<file path="src/rtl/axis_arb_pkg.sv">
// Shared types and helpers for the round-robin stream arbiter.
// rr_pick searches from a rotating start index, wrapping at num rather than 2^width.
package axis_arb_pkg;

    typedef enum logic {IDLE, GRANT} state_t;

    localparam int unsigned DEF_ID_W = 2;
    localparam int unsigned MAX_SRC  = 16;

    // ptr < num and i < num, so a single conditional subtract is enough for the wrap
    function automatic logic [3:0] rr_pick(input logic [15:0] req,
                                           input logic [3:0]  ptr,
                                           input logic [4:0]  num);
        logic [4:0] idx;
        logic       found;
        rr_pick = '0;
        found   = 1'b0;
        for (int unsigned i = 0; i < MAX_SRC; i++) begin
            idx = {1'b0, ptr} + 5'(i);
            if (idx >= num)
                idx = idx - num;
            if (!found && (5'(i) < num) && req[idx[3:0]]) begin
                rr_pick = idx[3:0];
                found   = 1'b1;
            end
        end
    endfunction

endpackage

</file>
<file path="src/rtl/axis_out_reg.sv">
// Single-entry registered stream stage carrying data plus source id.
// can_load tells the producer a new beat may be written this cycle.
module axis_out_reg #(
    parameter int unsigned DATA_W = 24,
    parameter int unsigned ID_W   = 2
) (
    input  logic              clk,
    input  logic              rst_n,
    input  logic              ld,
    input  logic [DATA_W-1:0] in_data,
    input  logic [ID_W-1:0]   in_id,
    output logic [DATA_W-1:0] m_data,
    output logic [ID_W-1:0]   m_id,
    output logic              m_vld,
    input  logic              m_rdy,
    output logic              can_load
);

    assign can_load = !m_vld || m_rdy;

    always_ff @(posedge clk or negedge rst_n) begin
        if (!rst_n) begin
            m_data <= '0;
            m_id   <= '0;
            m_vld  <= 1'b0;
        end else if (ld) begin
            m_data <= in_data;
            m_id   <= in_id;
            m_vld  <= 1'b1;
        end else if (m_rdy) begin
            m_vld  <= 1'b0;
        end
    end

endmodule

</file>
<file path="src/rtl/axis_rr_arbiter.sv">
// Round-robin merge of NUM_SRC valid/ready sample streams into one registered stream.
// Each grant lasts up to BURST_LEN beats; one IDLE cycle arbitrates between grants.
module axis_rr_arbiter
    import axis_arb_pkg::*;
#(
    parameter int unsigned NUM_SRC   = 3,
    parameter int unsigned DATA_W    = 24,
    parameter int unsigned BURST_LEN = 2,
    parameter int unsigned ID_W      = DEF_ID_W
) (
    input  logic                      clk,
    input  logic                      rst_n,
    input  logic [NUM_SRC*DATA_W-1:0] s_data,
    input  logic [NUM_SRC-1:0]        s_vld,
    output logic [NUM_SRC-1:0]        s_rdy,
    output logic [DATA_W-1:0]         m_data,
    output logic [ID_W-1:0]           m_id,
    output logic                      m_vld,
    input  logic                      m_rdy,
    output logic                      busy
);

    localparam int unsigned CNT_W = $clog2(BURST_LEN + 1);

    state_t            state_q, state_d;
    logic [ID_W-1:0]   grant_q, grant_d;
    logic [ID_W-1:0]   ptr_q, ptr_d;
    logic [ID_W-1:0]   nxt_ptr;
    logic [CNT_W-1:0]  cnt_q, cnt_d;
    logic              can_load;
    logic              ld;
    logic              cur_vld;
    logic [DATA_W-1:0] sel_data;

    always_comb begin
        cur_vld  = 1'b0;
        sel_data = '0;
        s_rdy    = '0;
        for (int unsigned i = 0; i < NUM_SRC; i++) begin
            if (grant_q == ID_W'(i)) begin
                cur_vld  = s_vld[i];
                sel_data = s_data[i*DATA_W +: DATA_W];
                s_rdy[i] = (state_q == GRANT) && can_load;
            end
        end
    end

    assign ld      = (state_q == GRANT) && cur_vld && can_load;
    assign busy    = (state_q == GRANT);
    assign nxt_ptr = (grant_q == ID_W'(NUM_SRC - 1)) ? '0 : grant_q + 1'b1;

    always_ff @(posedge clk or negedge rst_n) begin
        if (!rst_n) begin
            state_q <= IDLE;
            grant_q <= '0;
            ptr_q   <= '0;
            cnt_q   <= '0;
        end else begin
            state_q <= state_d;
            grant_q <= grant_d;
            ptr_q   <= ptr_d;
            cnt_q   <= cnt_d;
        end
    end

    // A dropped valid releases at once, even under backpressure, so a source can never stall us
    always_comb begin
        state_d = state_q;
        grant_d = grant_q;
        ptr_d   = ptr_q;
        cnt_d   = cnt_q;
        case (state_q)
            IDLE: begin
                if (|s_vld) begin
                    grant_d = ID_W'(rr_pick(16'(s_vld), 4'(ptr_q), 5'(NUM_SRC)));
                    cnt_d   = '0;
                    state_d = GRANT;
                end
            end
            GRANT: begin
                if (!cur_vld || (can_load && (cnt_q == CNT_W'(BURST_LEN - 1)))) begin
                    ptr_d   = nxt_ptr;
                    state_d = IDLE;
                end else if (can_load) begin
                    cnt_d   = cnt_q + 1'b1;
                end
            end
            default: state_d = IDLE;
        endcase
    end

    axis_out_reg #(
        .DATA_W (DATA_W),
        .ID_W   (ID_W)
    ) u_out (
        .clk      (clk),
        .rst_n    (rst_n),
        .ld       (ld),
        .in_data  (sel_data),
        .in_id    (grant_q),
        .m_data   (m_data),
        .m_id     (m_id),
        .m_vld    (m_vld),
        .m_rdy    (m_rdy),
        .can_load (can_load)
    );

endmodule

</file>
<file path="config.mk">
export PLATFORM = sky130hd
export DESIGN_NAME = axis_rr_arbiter
export DESIGN_NICKNAME = d
export VERILOG_FILES = /design/src/rtl/axis_arb_pkg.sv /design/src/rtl/axis_out_reg.sv /design/src/rtl/axis_rr_arbiter.sv
export SDC_FILE = /design/constraint.sdc
export NUM_CORES = 1
export LEC_CHECK = 0
export BUFFER_PORTS_ARGS = -buffer_cell sky130_fd_sc_hd__buf_4
export CORE_MARGIN = 5
export CORE_UTILIZATION = 40
export DETAILED_ROUTE_END_ITERATION = 16
export PLACE_DENSITY = 0.74
export SLEW_MARGIN = 20
export SYNTH_ARGS = -nofsm -noshare
export SYNTH_HDL_FRONTEND = slang
export SYNTH_HIERARCHICAL = 1
export SYNTH_SLANG_ARGS = --single-unit
</file>
<file path="constraint.sdc">
create_clock -name clk -period 2.1 [get_ports clk]
set_input_delay 0.42 -clock clk [delete_from_list [all_inputs] [get_ports clk]]
set_output_delay 0.42 -clock clk [all_outputs]
set_load 0.005 [all_outputs]
</file>
Yosys cells after proc, flatten, opt, wreduce, memory -nomap -nowiden --
Index checks and enable logic that the tools add are counted.
Storage, ports and cells: input port bits 78, output and inout port bits 31, register bits 34, logic and storage cells 88
Cells by class: reductions and logical operators 18, equality and inequality tests 6, add/subtract/negate cells 7, bitwise operators 1, order comparisons 6, muxes and demuxes 43
Operators by type and width (count):
- $mux 24 | 3
- $mux 4 | 9
- $mux 1 | 19
- $lt 4x5->1 const B | 3
- $mux 2 | 7
- $bmux 1 s4 | 3
- $sub 3x2->4 const B | 2
- $ge 3x2->1 const B | 2
- $logic_and 1x1->1 | 6
- $add 2x1->2 const B | 2
- $eq 2x1->1 const B | 2
- $logic_not 1->1 | 4
- $ne 2x2->1 const B | 2
- $pmux 2 s2 | 1
- $reduce_and 2->1 | 2
- $add 2x1->3 const B | 1
- $add 2x2->3 const B | 1
- $reduce_and 3->1 | 1
- $reduce_or 3->1 | 1
- $sub 2x2->3 const B | 1
- $eq 2x2->1 const B | 1
- $ge 2x2->1 const B | 1
- $logic_not 2->1 | 1
- $logic_or 1x1->1 | 2
- 4 further kinds | 4

Longest topological paths before layout --
Gate-level depths: netlist of run 1.
depth after elaboration 17, depth in mapped cells 8, gate-level depth less buffers 7

Hierarchy --
Netlist of run 1, hierarchy kept.
By module, submodules not included:
- axis_rr_arbiter | instances 1, sequential area each 175.2 µm², area an instance 1117.3 µm², cells each 150
- axis_out_reg | instances 1, sequential area each 675.6 µm², area an instance 1103.6 µm², cells each 58

Worst setup path after synthesis of run 1 --
No wires, ideal clock.
kind reg2reg, from register ptr_q[0], to register grant_q[1], cell stages (with the launch flop) 8, clock period less this slack 2.134 ns, data arrival time 2.042 ns, slack -0.034 ns, required time 2.008 ns, buffers on the path 0, library setup time 0.092 ns, cells stage by stage dfrtp_1 > inv_1 > ha_1 > mux2_4 > mux2_4 > a2111oi_4 > a22oi_1 > o31ai_2
Between the ends: word-level cells in the longest chain between the ends 17, elaborated cells on any way between the ends 36, those cells by class 5 x add/sub; 3 x order compare; 24 x mux; 4 x reduce/logical
Ends and longest elaborated chain:
- from (decl) | line axis_rr_arbiter.sv:27 | logic [ID_W-1:0] ptr_q, ptr_d;
- from (signal assigned) | line axis_rr_arbiter.sv:61 | ptr_q <= ptr_d;
- $sub 2x2->3 or $ge 2x2->1 (tied branches) | line axis_arb_pkg.sv:21, axis_arb_pkg.sv:20
- $mux 4 | line axis_arb_pkg.sv:20 | if (idx >= num)
- $mux 4 | line axis_rr_arbiter.sv:74 | if (|s_vld) begin
- $mux 4 | line axis_rr_arbiter.sv:72 | case (state_q)
- $bmux 1 s4 | line axis_arb_pkg.sv:22 | if (!found && (5'(i) < num) && req[idx[3:0]]) begin
- $mux 1 (implied by the code) | line axis_arb_pkg.sv:22
- $mux 1 | line axis_arb_pkg.sv:22
- $mux 1 | line axis_rr_arbiter.sv:74
- $mux 1 | line axis_rr_arbiter.sv:72
- $logic_not 1->1 | line axis_arb_pkg.sv:22
- $logic_and 1x1->1 | line axis_arb_pkg.sv:22
- $mux 1 | line axis_arb_pkg.sv:22
- $mux 1 | line axis_rr_arbiter.sv:74
- $mux 1 | line axis_rr_arbiter.sv:72
- $logic_not 1->1 | line axis_arb_pkg.sv:22
- $logic_and 1x1->1 | line axis_arb_pkg.sv:22
- $mux 2 (*) | line axis_arb_pkg.sv:22
- to (signal assigned) | line axis_rr_arbiter.sv:60 | grant_q <= grant_d;
- to (decl) | line axis_rr_arbiter.sv:26 | logic [ID_W-1:0] grant_q, grant_d;
Every way passes the cells marked *; elsewhere a longest branch is shown, timed or not. The select of a mux whose other input is x is not followed. A chain may end at the register's enable or synchronous reset.

Worst setup path in the final report of run 1 --
Same ends and word-level chain as after synthesis.

==> results of run 1 <==
[path summary, 6_finish.rpt]
kind	end	slack [ns]
worst max-delay path	grant_q[1]$_DFFE_PN0P_	0.07
min in group clk	u_out/m_vld$_DFFE_PN0P_	0.46
worst min register to register	cnt_q[0]$_DFFE_PN0P_	0.50
worst max register to register	grant_q[1]$_DFFE_PN0P_	0.07
worst min-delay path	ptr_q[1]$_DFFE_PN0P_	0.07
max in group asynchronous	grant_q[0]$_DFFE_PN0P_	1.70
[kinds of logic (layout without fill, tap and decap cells)]
group | after synthesis | after routing
and+or+nand+nor | 52 | 52
AOI/OAI and AO/OA | 39 | 39
buffers and inverters | 19 | 135
DFF | 34 | 34
adders and majority gates | 7 | 7
muxes | 57 | 57
[worst reg2reg max path: stages (launching register included)]
cell       delay (ns)
dfrtp_1          0.40
inv_2            0.08
ha_4             0.16
mux2_4           0.30
mux2_4           0.30
a2111oi_4        0.40
a22oi_2          0.14
o31ai_2          0.17
[state kept, by name, indices dropped and copies added (netlist names)]
register      count
u_out/m_vld       1
grant_q           2
cnt_q             2
u_out/m_id        2
u_out/m_data     24
ptr_q             2
busy              1
[synthesized netlist by cell type (2+ instances only)]
cell	number
buf_12	2
nor2_1	3
inv_1	6
nand3_1	2
nor2b_1	4
ha_1	7
nor3_1	4
nand2_1	31
mux2_4	21
a21oi_1	3
o21ai_0	26
mux2i_1	29
nand2b_1	3
mux2_2	7
clkbuf_1	10
dfrtp_1	34
[power groups by stage]
stage          clock (mW)  sequential, mW  combinational, mW
2_1_floorplan           0            1.19               1.71
3_3_place_gp            0            1.18               2.67
3_5_place_dp            0            1.20               2.72
4_1_cts             0.757            1.19               2.73
5_1_grt             0.785            1.24               3.01
6_report            0.742            1.19               2.76
[per-stage QoR]
step | worst slack (ns) | utilization, % | TNS, ns | area [um2] | power, mW
after floorplan | 0.0283 | - | 0 | 2220 | 2.90
after global placement | 0.0508 | 58.1 | 0 | 3160 | 3.85
after detailed placement | -0.0266 | 58.1 | -0.0266 | 3160 | 3.91
after CTS | 0.0700 | 60.8 | 0 | 3300 | 4.68
after global routing | -0.0369 | 61.4 | -0.0369 | 3340 | 5.04
final | 0.0689 | 61.4 | 0 | 3340 | 4.69
[per-layer routing]
| layer | track usage, % | vias to the layer above |
|---|---|---|
| li1 | - | 963 |
| met1 | 20.7 | 927 |
| met2 | 27.9 | 88 |
| met3 | 6.28 | 11 |
| met4 | 3.88 | 0 |
| met5 | 0 | - |
[cell type report]
cell class / instances / area [um2]
clock buffers: 6 / 82.6
clock inverters: 2 / 60.1
fillers: 450 / 2100
inverters: 6 / 22.5
multi-input cells: 155 / 1300
flip-flops and latches: 34 / 852
well taps: 72 / 90.1
repair buffers: 121 / 933
[repair_timing]
item                       CTS  global route
hold buffers                 0             0
cloned                       0             0
pin swaps                    2             5
setup endpoints to repair    1             1
setup buffers                0             1
gates resized for setup      0             5
==> results.md, run 1 <==
- Clk_skew: 0.00288 ns
- Synth top area cells: dfrtp_1 38%, mux2_4 14%, mux2i_1 13%
- Most frequent cells in the layout: 119 x buf_4, 33 x dfrtp_1, 31 x nand2_1, 29 x mux2i_1, 26 x o21ai_0
- Met2 routed WL: 2.86 mm
- Sw Share: 34.1%
- CTS H-tree depth: 2
- TritonCTS clock tree: yes
- Synth Area in XOR/XNOR: 0%
- Fin crit share: 96.7%
- Average cell area after synthesis: 10.7 um2
- Worst-Margin Slew: 0.426 ns
- Status: complete, no violations
- Top-area cell type share of the netlist area: 38.3%
- Delay-heaviest family, CP: compound AO/OA/AOI/OAI gates
- Wirelength, routed: 5.99 mm
- CP Data Required Time: 2.30 ns
- Adder-cell area share of the yosys netlist: 3.94%
- Net Count, Synth: 293
- Via Count: 1989
- Clock Tree Root: clkbuf_8
- Antenna Nets Post-Route: 0
- CTS Buf Count: 5
- I/O pin count: 109
- Final std cells w/o fill: 396
- GR Util All Layers: 16.8%
- Critical path capture point type: flop
- P per Cell Area: 1400 nW/um2
- DRT iter0 DRCs: 59
- CP bufs+invs: 1
- Clock buffer depth: 2
- Most common library cell in the layout ignoring fill and taps: buf_4
- Synth Area in Compound Gates: 11.2%
- Final Net Count: 408
- Largest family of logic cells by synthesized area: multiplexers
- Setup violations, final: 0
- Reg power frac: 25.3%
- Cell accounting for the most synthesized area: dfrtp_1
- Clock transition at path regs: 0.07 ns
- Die width: 84.5 um
- LEAKAGE: 1.64 nW
- Chip Height: 84.5 um
- Met1 WL: 2.51 mm
- Yosys Warn Count: 6
- Critical Path Most Common Cell: mux2_4
- Clock period minus worst slack: 2.03 ns
- Reg-to-reg critical path startpoint: ptr_q[0]$_DFFE_PN0P_
- Clock Power Share: 15.8%
- Hold slack: 0.0712 ns
- Die area: 7140 um2
- Synthesized area: 2220 um2
- Async set-reset flop share out of synthesis: 100%
- DP HPWL: 4.64 mm
- Wire per inst: 15.1 um
- R2R depth: 7
- Port bufs: 108
- Rows: 27
- Inst Count DP: 387
- Hold Crit Class: in -> async
- P_int: 3.09 mW
- Switching Power: 1.60 mW
- Top Metal Used: met4
- Layout cells sized above 1: 52.2%
- Dominant synthesized flop cell: dfrtp_1
- Grt ovf: 0
- Largest net degree at the start of global routing: 35
- DRC Markers: 0
- Post-Syn Instances: 208
- Synthesis-to-finish area growth: 50.5%
- FMAX: 492 MHz
- CP arrival: 2.23 ns
- Combinational share of power: 58.9%
- RSZ-0062 raised after global routing: true
- Vias per cell: 5.02
- Number of synthesized flops with an enable pin: 0
- Core Area: 5440 um2
- Simple-gate share of the synthesized area: 10.7%
- Clock sink count: 34
- Sequential cell area fraction in the yosys report: 38.3%
- Final Max Tran Viols: 0
- Max incr delay on CP: 0.40 ns
- Critical path class: reg -> reg
- Count of different cell masters after synthesis: 32
- Hold Fails Final Rpt: 0
- #FFs+latches synth: 34
- Wire length of the first global-routing pass: 9.86 mm
- Peak VDD IR: 0.872 mV
- Met3 routed WL: 539 um
- Max-Cap Viols: 0
- Crit-path cells: inv_2 > ha_4 > mux2_4 > mux2_4 > a2111oi_4 > a22oi_2 > o31ai_2
- Crit path max fanout: 4
- Startpoint Class: flop
- Routability cong.: 0.879
- Number of global-route vias before repair: 2047
- Slew headroom: 71.4%
- # diodes: 0
- Crit path depth: 7
- Starting density of the core: 40.8%
- Mux cell area share after synthesis: 30.8%
- First-pass detailed-route iteration total: 4
- Antenna violations before repair: 0
- CP Launch Point: ptr_q[0]$_DFFE_PN0P_
- Worst-Skew Late Latency: 0.28 ns
- Slowest cell on crit path: dfrtp_1
Note: power is estimated with default switching activity, not from simulation.
==> inputs of run 2 (changes only) <==
==> constraint.sdc (replaced) <==
create_clock -name clk -period 2.1 [get_ports clk]
set_input_delay 0.315 -clock clk [delete_from_list [all_inputs] [get_ports clk]]
set_output_delay 0.315 -clock clk [all_outputs]
set_load 0.005 [all_outputs]
==> run 2 against run 1 <==
  * Critical path depth stayed put
  * Critical path type unchanged
  * Largest cell class unchanged
  * Die area unchanged
  * Global-route usage rose by 0.13 points
  * Critical endpoint unchanged
  * Largest power group unchanged
==> results.md, run 2 (synthesized netlist as in run 1, its figures left out) <==
- Status: complete, no violations (unchanged)
- Inst Count DP: 387 (unchanged)
- CP bufs+invs: 2 (was 1)
- CTS Buf Count: 5 (unchanged)
- Die width: 84.5 um (unchanged)
- RSZ-0062 raised after global routing: true (unchanged)
- Most common library cell in the layout ignoring fill and taps: buf_4 (unchanged)
- Hold Fails Final Rpt: 0 (unchanged)
- Final std cells w/o fill: 399 (was 396)
- Critical path capture point type: flop (unchanged)
- Vias per cell: 4.96 (was 5.02)
- Synthesis-to-finish area growth: 49.7% (was 50.5%)
- Crit-path cells: buf_4 > inv_1 > ha_4 > mux2_4 > a2111oi_4 > a22oi_2 > o31ai_2 (was inv_2 > ha_4 > mux2_4 > mux2_4 > a2111oi_4 > a22oi_2 > o31ai_2)
- Chip Height: 84.5 um (unchanged)
- Die area: 7140 um2 (unchanged)
- Flop2flop setup slack: 0.02 ns (was 0.07 ns)
- Critical Path Sink: grant_q[1]$_DFFE_PN0P_ (unchanged)
- Slew headroom: 70.8% (was 71.4%)
- TritonCTS clock tree: yes (unchanged)
- Critical path class: reg -> reg (unchanged)
- Met3 routed WL: 594 um (was 539 um)
- Top Metal Used: met4 (unchanged)
- Slowest cell on crit path: dfrtp_1 (unchanged)
- Grt ovf: 0 (unchanged)
- Max incr delay on CP: 0.41 ns (was 0.40 ns)
- Area of the multi-input gates: 1310 um2 (was 1300 um2)
- R2R depth: 7 (unchanged)
- Clock Tree Root: clkbuf_8 (unchanged)
- Hold Crit Class: in -> reg (was in -> async)
- Clock period minus worst slack: 2.08 ns (was 2.03 ns)
- Startpoint Class: flop (unchanged)
- GR Util All Layers: 16.9% (was 16.8%)
- Fill cell total of the finished layout: 452 (was 450)
- Delay-heaviest family, CP: compound AO/OA/AOI/OAI gates (unchanged)
- Rows: 27 (unchanged)
- Met2 routed WL: 2.99 mm (was 2.86 mm)
- Wire length of the first global-routing pass: 9.88 mm (was 9.86 mm)
- Wirelength, routed: 6.13 mm (was 5.99 mm)
- Clock sink count: 34 (unchanged)
- I/O pin count: 109 (unchanged)
- Clock buffer depth: 2 (unchanged)
- Worst-Skew Late Latency: 0.28 ns (about the same)
- LEAKAGE: 1.64 nW (about the same)
- CP Data Required Time: 2.30 ns (about the same)
- Layout cells sized above 1: 52.3% (was 52.2%)
- Core Area: 5440 um2 (unchanged)
- CP Launch Point: ptr_q[1]$_DFFE_PN0P_ (was ptr_q[0]$_DFFE_PN0P_)
- Reg-to-reg critical path startpoint: ptr_q[1]$_DFFE_PN0P_ (was ptr_q[0]$_DFFE_PN0P_)
- Register area: 852 um2 (unchanged)
- DRC Markers: 0 (unchanged)
- Via Count: 1980 (was 1989)
- P per Cell Area: 1370 nW/um2 (was 1400 nW/um2)
- Final Max Tran Viols: 0 (unchanged)
- Fin crit share: 98.9% (was 96.7%)
- Met1 WL: 2.53 mm (was 2.51 mm)
- Crit path max fanout: 4 (unchanged)
- CP arrival: 2.27 ns (was 2.23 ns)
- Antenna violations before repair: 0 (unchanged)
- Peak VDD IR: 0.788 mV (was 0.872 mV)
- CTS H-tree depth: 2 (unchanged)
- Port bufs: 108 (unchanged)
- Routability cong.: 0.814 (was 0.879)
- Starting density of the core: 40.8% (unchanged)
- Wire per inst: 15.4 um (was 15.1 um)
- First-pass detailed-route iteration total: 4 (unchanged)
- Reg with most FFs: u_out/m_data (unchanged)
- FMAX: 481 MHz (was 492 MHz)
- Worst-Margin Slew: 0.438 ns (was 0.426 ns)
- Number of global-route vias before repair: 1982 (was 2047)
- Antenna Nets Post-Route: 0 (unchanged)
- Max-Cap Viols: 0 (unchanged)
- Tot Pwr: 4.56 mW (was 4.69 mW)
- R2r endpoint: grant_q[1]$_DFFE_PN0P_ (unchanged)
- DRT iter0 DRCs: 57 (was 59)
- Crit path depth: 7 (unchanged)
- Clock transition at path regs: 0.07 ns (about the same)
- DP HPWL: 4.58 mm (was 4.64 mm)
- Final Net Count: 411 (was 408)
- # diodes: 0 (unchanged)
- Setup violations, final: 0 (unchanged)
- Max FFs per register: 24 (unchanged)
- Largest net degree at the start of global routing: 35 (unchanged)
- Most frequent cells in the layout: 122 x buf_4, 33 x dfrtp_1, 31 x nand2_1, 29 x mux2i_1, 26 x o21ai_0 (was 119 x buf_4, 33 x dfrtp_1, 31 x nand2_1, 29 x mux2i_1, 26 x o21ai_0)
- Clk_skew: 0.00578 ns (was 0.00288 ns)
==> run 2: worst min-delay path by stage <==
stage	from	endpoint	slack, ns	cells past startpoint
floorplan	rst_n	busy$_DFF_PN0_	0.02	0
CTS	m_rdy	u_out/m_vld$_DFFE_PN0P_	0.34	3
global route	m_rdy	u_out/m_vld$_DFFE_PN0P_	0.36	3
detailed placement	rst_n	ptr_q[0]$_DFFE_PN0P_	0.29	1
finish	m_rdy	u_out/m_vld$_DFFE_PN0P_	0.35	3
global placement	rst_n	ptr_q[0]$_DFFE_PN0P_	0.29	1
==> run 2: repair_timing <==
item,in CTS,in global routing
buffers inserted,0,3
hold buffers,1,0
endpoints found under the setup margin,1,2
hold endpoints to repair,34,0
gates resized for setup,1,4
pin swaps,2,5
==> run 2: where the power goes <==
| group | leakage, nW | internal, mW | switching (mW) |
|---|---|---|---|
| sequential | 0.414 | 0.986 | 0.205 |
| clock | 0.0579 | 0.349 | 0.242 |
| combinational | 1.17 | 1.60 | 1.18 |
| total | 1.64 | 2.94 | 1.63 |
==> run 2: area by class of cell <==
class	instances	share of cell area (%)
clock inverters	3	1.20
well taps	72	2.71
flip-flops and latches	34	25.6
clock buffers	5	2.07
repair buffers	124	28.4
inverters	6	0.677
multi-input cells	155	39.3
==> run 2: tightest hold or removal path, delay by kind of cell <==
| kind | cells | cell delay (ns) |
|---|---|---|
| AND/OR/NAND/NOR | 2 | 0.21 |
| buffers and inverters | 1 | 0.07 |
==> run 2: stage by stage <==
stage | worst slack [ns] | utilization (%) | cell area (um2) | setup TNS, ns | hold WS, ns
after global routing | -0.0414 | 61.1 | 3330 | -0.0531 | 0.361
after detailed placement | -0.0186 | 57.9 | 3150 | -0.0186 | 0.289
after floorplan | 0.0283 | - | 2220 | 0 | 0.0194
final | 0.0226 | 61.1 | 3330 | 0 | 0.353
after global placement | 0.0443 | 57.9 | 3150 | 0 | 0.287
after CTS | 0.0577 | 60.2 | 3270 | 0 | 0.337
==> run 2: per-layer routing <==
metal | GRT usage, % | vias to the layer above
met5 | 0 | -
met3 | 6.58 | 4
li1 | - | 968
met4 | 3.88 | 0
met1 | 20.8 | 911
met2 | 28.0 | 97
==> inputs of run 3 (changes only) <==
REMOVE_ABC_BUFFERS = 1   (was unset)
SETUP_SLACK_MARGIN = 0.5   (was unset)
==> run 3 against run 2 <==
  * Combinational power increased by 25%
  * Worst setup slack improved by 0.21 ns
  * Global-route usage increased by 1.6 points
==> results.md, run 3 (synthesized netlist as in run 1, its figures left out) <==
- Setup violations, final: 0 (unchanged)
- Max-Cap Viols: 0 (unchanged)
- I/O pin count: 109 (unchanged)
- Clock Tree Root: clkbuf_8 (unchanged)
- Layout cells sized above 1: 57.0% (was 52.3%)
- Antenna violations before repair: 0 (unchanged)
- LEAKAGE: 1.78 nW (was 1.64 nW)
- CP Data Required Time: 2.30 ns (about the same)
- CP arrival: 2.07 ns (was 2.27 ns)
- CTS H-tree depth: 2 (unchanged)
- Reg with most FFs: u_out/m_data (unchanged)
- Worst-Margin Slew: 0.432 ns (was 0.438 ns)
- Wirelength, routed: 6.73 mm (was 6.13 mm)
- Critical path class: reg -> reg (unchanged)
- Crit path depth: 7 (unchanged)
- Hold Crit Class: in -> reg (unchanged)
- First-pass detailed-route iteration total: 4 (unchanged)
- Synthesis-to-finish area growth: 63.9% (was 49.7%)
- Delay-heaviest family, CP: multiplexers (was compound AO/OA/AOI/OAI gates)
- Crit-path cells: inv_2 > ha_4 > mux2_4 > mux2_4 > a2111oi_4 > a22oi_1 > o31ai_2 (was buf_4 > inv_1 > ha_4 > mux2_4 > a2111oi_4 > a22oi_2 > o31ai_2)
- Via Count: 2044 (was 1980)
- Final Net Count: 428 (was 411)
- Hold Crit Depth: 4 (was 3)
- DRT iter0 DRCs: 27 (was 57)
- Wire per inst: 16.3 um (was 15.4 um)
- DRC Markers: 0 (unchanged)
- Placed inst area: 3150 um2 (about the same)
- Wire length of the first global-routing pass: 10.7 mm (was 9.88 mm)
- Largest net degree at the start of global routing: 35 (unchanged)
- Hold Path Origin: s_data[61] (was m_rdy)
- Vias per cell: 4.94 (was 4.96)
- # diodes: 0 (unchanged)
- WHS Endpoint: u_out/m_data[13]$_DFFE_PN0P_ (was u_out/m_vld$_DFFE_PN0P_)
- R2r endpoint: grant_q[1]$_DFFE_PN0P_ (unchanged)
- CP Launch Point: ptr_q[0]$_DFFE_PN0P_ (was ptr_q[1]$_DFFE_PN0P_)
- Slew headroom: 71.2% (was 70.8%)
- Clock buffer depth: 2 (unchanged)
- CP bufs+invs: 1 (was 2)
- CTS Buf Count: 5 (unchanged)
- Finished Cell Area: 3640 um2 (was 3330 um2)
- Starting density of the core: 40.8% (unchanged)
- Fin crit share: 89.0% (was 98.9%)
- Die width: 84.5 um (unchanged)
- Critical path capture point type: flop (unchanged)
- Die area: 7140 um2 (unchanged)
- Final Max Tran Viols: 0 (unchanged)
- Hold Fails Final Rpt: 0 (unchanged)
- Routability cong.: 0.964 (was 0.814)
- Clock transition at path regs: 0.07 ns (about the same)
- Fill cell total of the finished layout: 440 (was 452)
- Slowest cell on crit path: dfrtp_1 (unchanged)
- Antenna Nets Post-Route: 0 (unchanged)
- GR Util All Layers: 18.5% (was 16.9%)
- P per Cell Area: 1420 nW/um2 (was 1370 nW/um2)
- Most common library cell in the layout ignoring fill and taps: buf_4 (unchanged)
- Most frequent cells in the layout: 126 x buf_4, 32 x dfrtp_1, 30 x nand2_1, 29 x mux2i_1, 28 x mux2_4 (was 122 x buf_4, 33 x dfrtp_1, 31 x nand2_1, 29 x mux2i_1, 26 x o21ai_0)
- Port bufs: 108 (unchanged)
- Status: complete, no violations (unchanged)
- Peak VDD IR: 0.752 mV (was 0.788 mV)
- FMAX: 535 MHz (was 481 MHz)
- RSZ-0062 raised after global routing: true (unchanged)
- Crit path max fanout: 4 (unchanged)
- Max FFs per register: 24 (unchanged)
- Worst-Skew Late Latency: 0.29 ns (was 0.28 ns)
- Startpoint Class: flop (unchanged)
- Clock period minus worst slack: 1.87 ns (was 2.08 ns)
- R2R depth: 7 (unchanged)
- Max incr delay on CP: 0.39 ns (was 0.41 ns)
- Flop2flop setup slack: 0.23 ns (was 0.02 ns)
- Rows: 27 (unchanged)
- Critical Path Most Common Cell: mux2_4
- Number of global-route vias before repair: 2141 (was 1982)
- Grt ovf: 0 (unchanged)
- Clock sink count: 34 (unchanged)
- Reg-to-reg critical path startpoint: ptr_q[0]$_DFFE_PN0P_ (was ptr_q[1]$_DFFE_PN0P_)
- Fin util: 66.9% (was 61.1%)
- Chip Height: 84.5 um (unchanged)
- DP HPWL: 4.66 mm (was 4.58 mm)
- TritonCTS clock tree: yes (unchanged)
- Clk_skew: 0.00625 ns (was 0.00578 ns)
- Core Area: 5440 um2 (unchanged)
## run 3: cell types whose count changed in the layout (fill, tap and decap cells not counted), moves of 3 or more
cell	before	now
mux2_2	7	0
buf_4	122	126
buf_6	0	6
mux2_4	21	28
buf_12	1	4
## run 3: worst max-delay path by stage
stage	end	slack, ns
2_1_floorplan	cnt_q[0]$_DFFE_PN0P_	-2.31
3_3_place_gp	grant_q[1]$_DFFE_PN0P_	0.04
3_5_place_dp	grant_q[1]$_DFFE_PN0P_	-0.03
4_1_cts	grant_q[1]$_DFFE_PN0P_	0.23
5_1_grt	grant_q[1]$_DFFE_PN0P_	0.16
6_report	grant_q[1]$_DFFE_PN0P_	0.23
## run 3: area by class of cell
class	instances	area [um2]	area share, %
Timing Repair Buffer	141	1210	33.2
Inverter	6	25.0	0.687
Multi-Input combinational cell	155	1380	37.9
Sequential cell	34	853	23.4
Clock buffer	6	82.6	2.27
Tap cell	72	90.1	2.47
## run 3: metrics by stage
stage	hold WS (ns)	total power [mW]	instances	setup TNS, ns	setup slack, ns
final	0.359	5.16	414	0	0.231
after global routing	0.370	5.50	414	0	0.158
after CTS	0.363	4.84	408	0	0.233
after detailed placement	0.293	3.91	388	-0.0252	-0.0252
after global placement	0.294	3.84	388	0	0.0410
after floorplan	0.0194	2.80	195	-64.80	-2.31
## run 3: routing by layer
metal	up-vias	wire length (um)	GRT usage, %
met5	-	0	0
met4	0	104	4.60
met3	11	435	5.40
met2	75	3360	31.7
met1	960	2840	23.0
li1	998	-	-
## run 3: tightest hold or removal path: stages
cell and delay (ns):
buf_4 0.08, nand2_1 0.03, o21ai_0 0.06, mux2_4 0.13
## run 3: power breakdown
group	total [mW]	internal [mW]	switching, mW	leakage, nW
clock network	0.477	0.253	0.225	0.0431
registers	1.21	0.988	0.220	0.413
logic	3.47	2.09	1.38	1.33
## run 3: repair_timing
action / CTS / global route
endpoints found under the hold margin: 34 / 0
pin swaps: 7 / 3
cloned: 2 / 2
endpoints found under the setup margin: 33 / 35
buffers inserted: 11 / 4
hold buffers: 1 / 0
gates resized for setup: 25 / 20
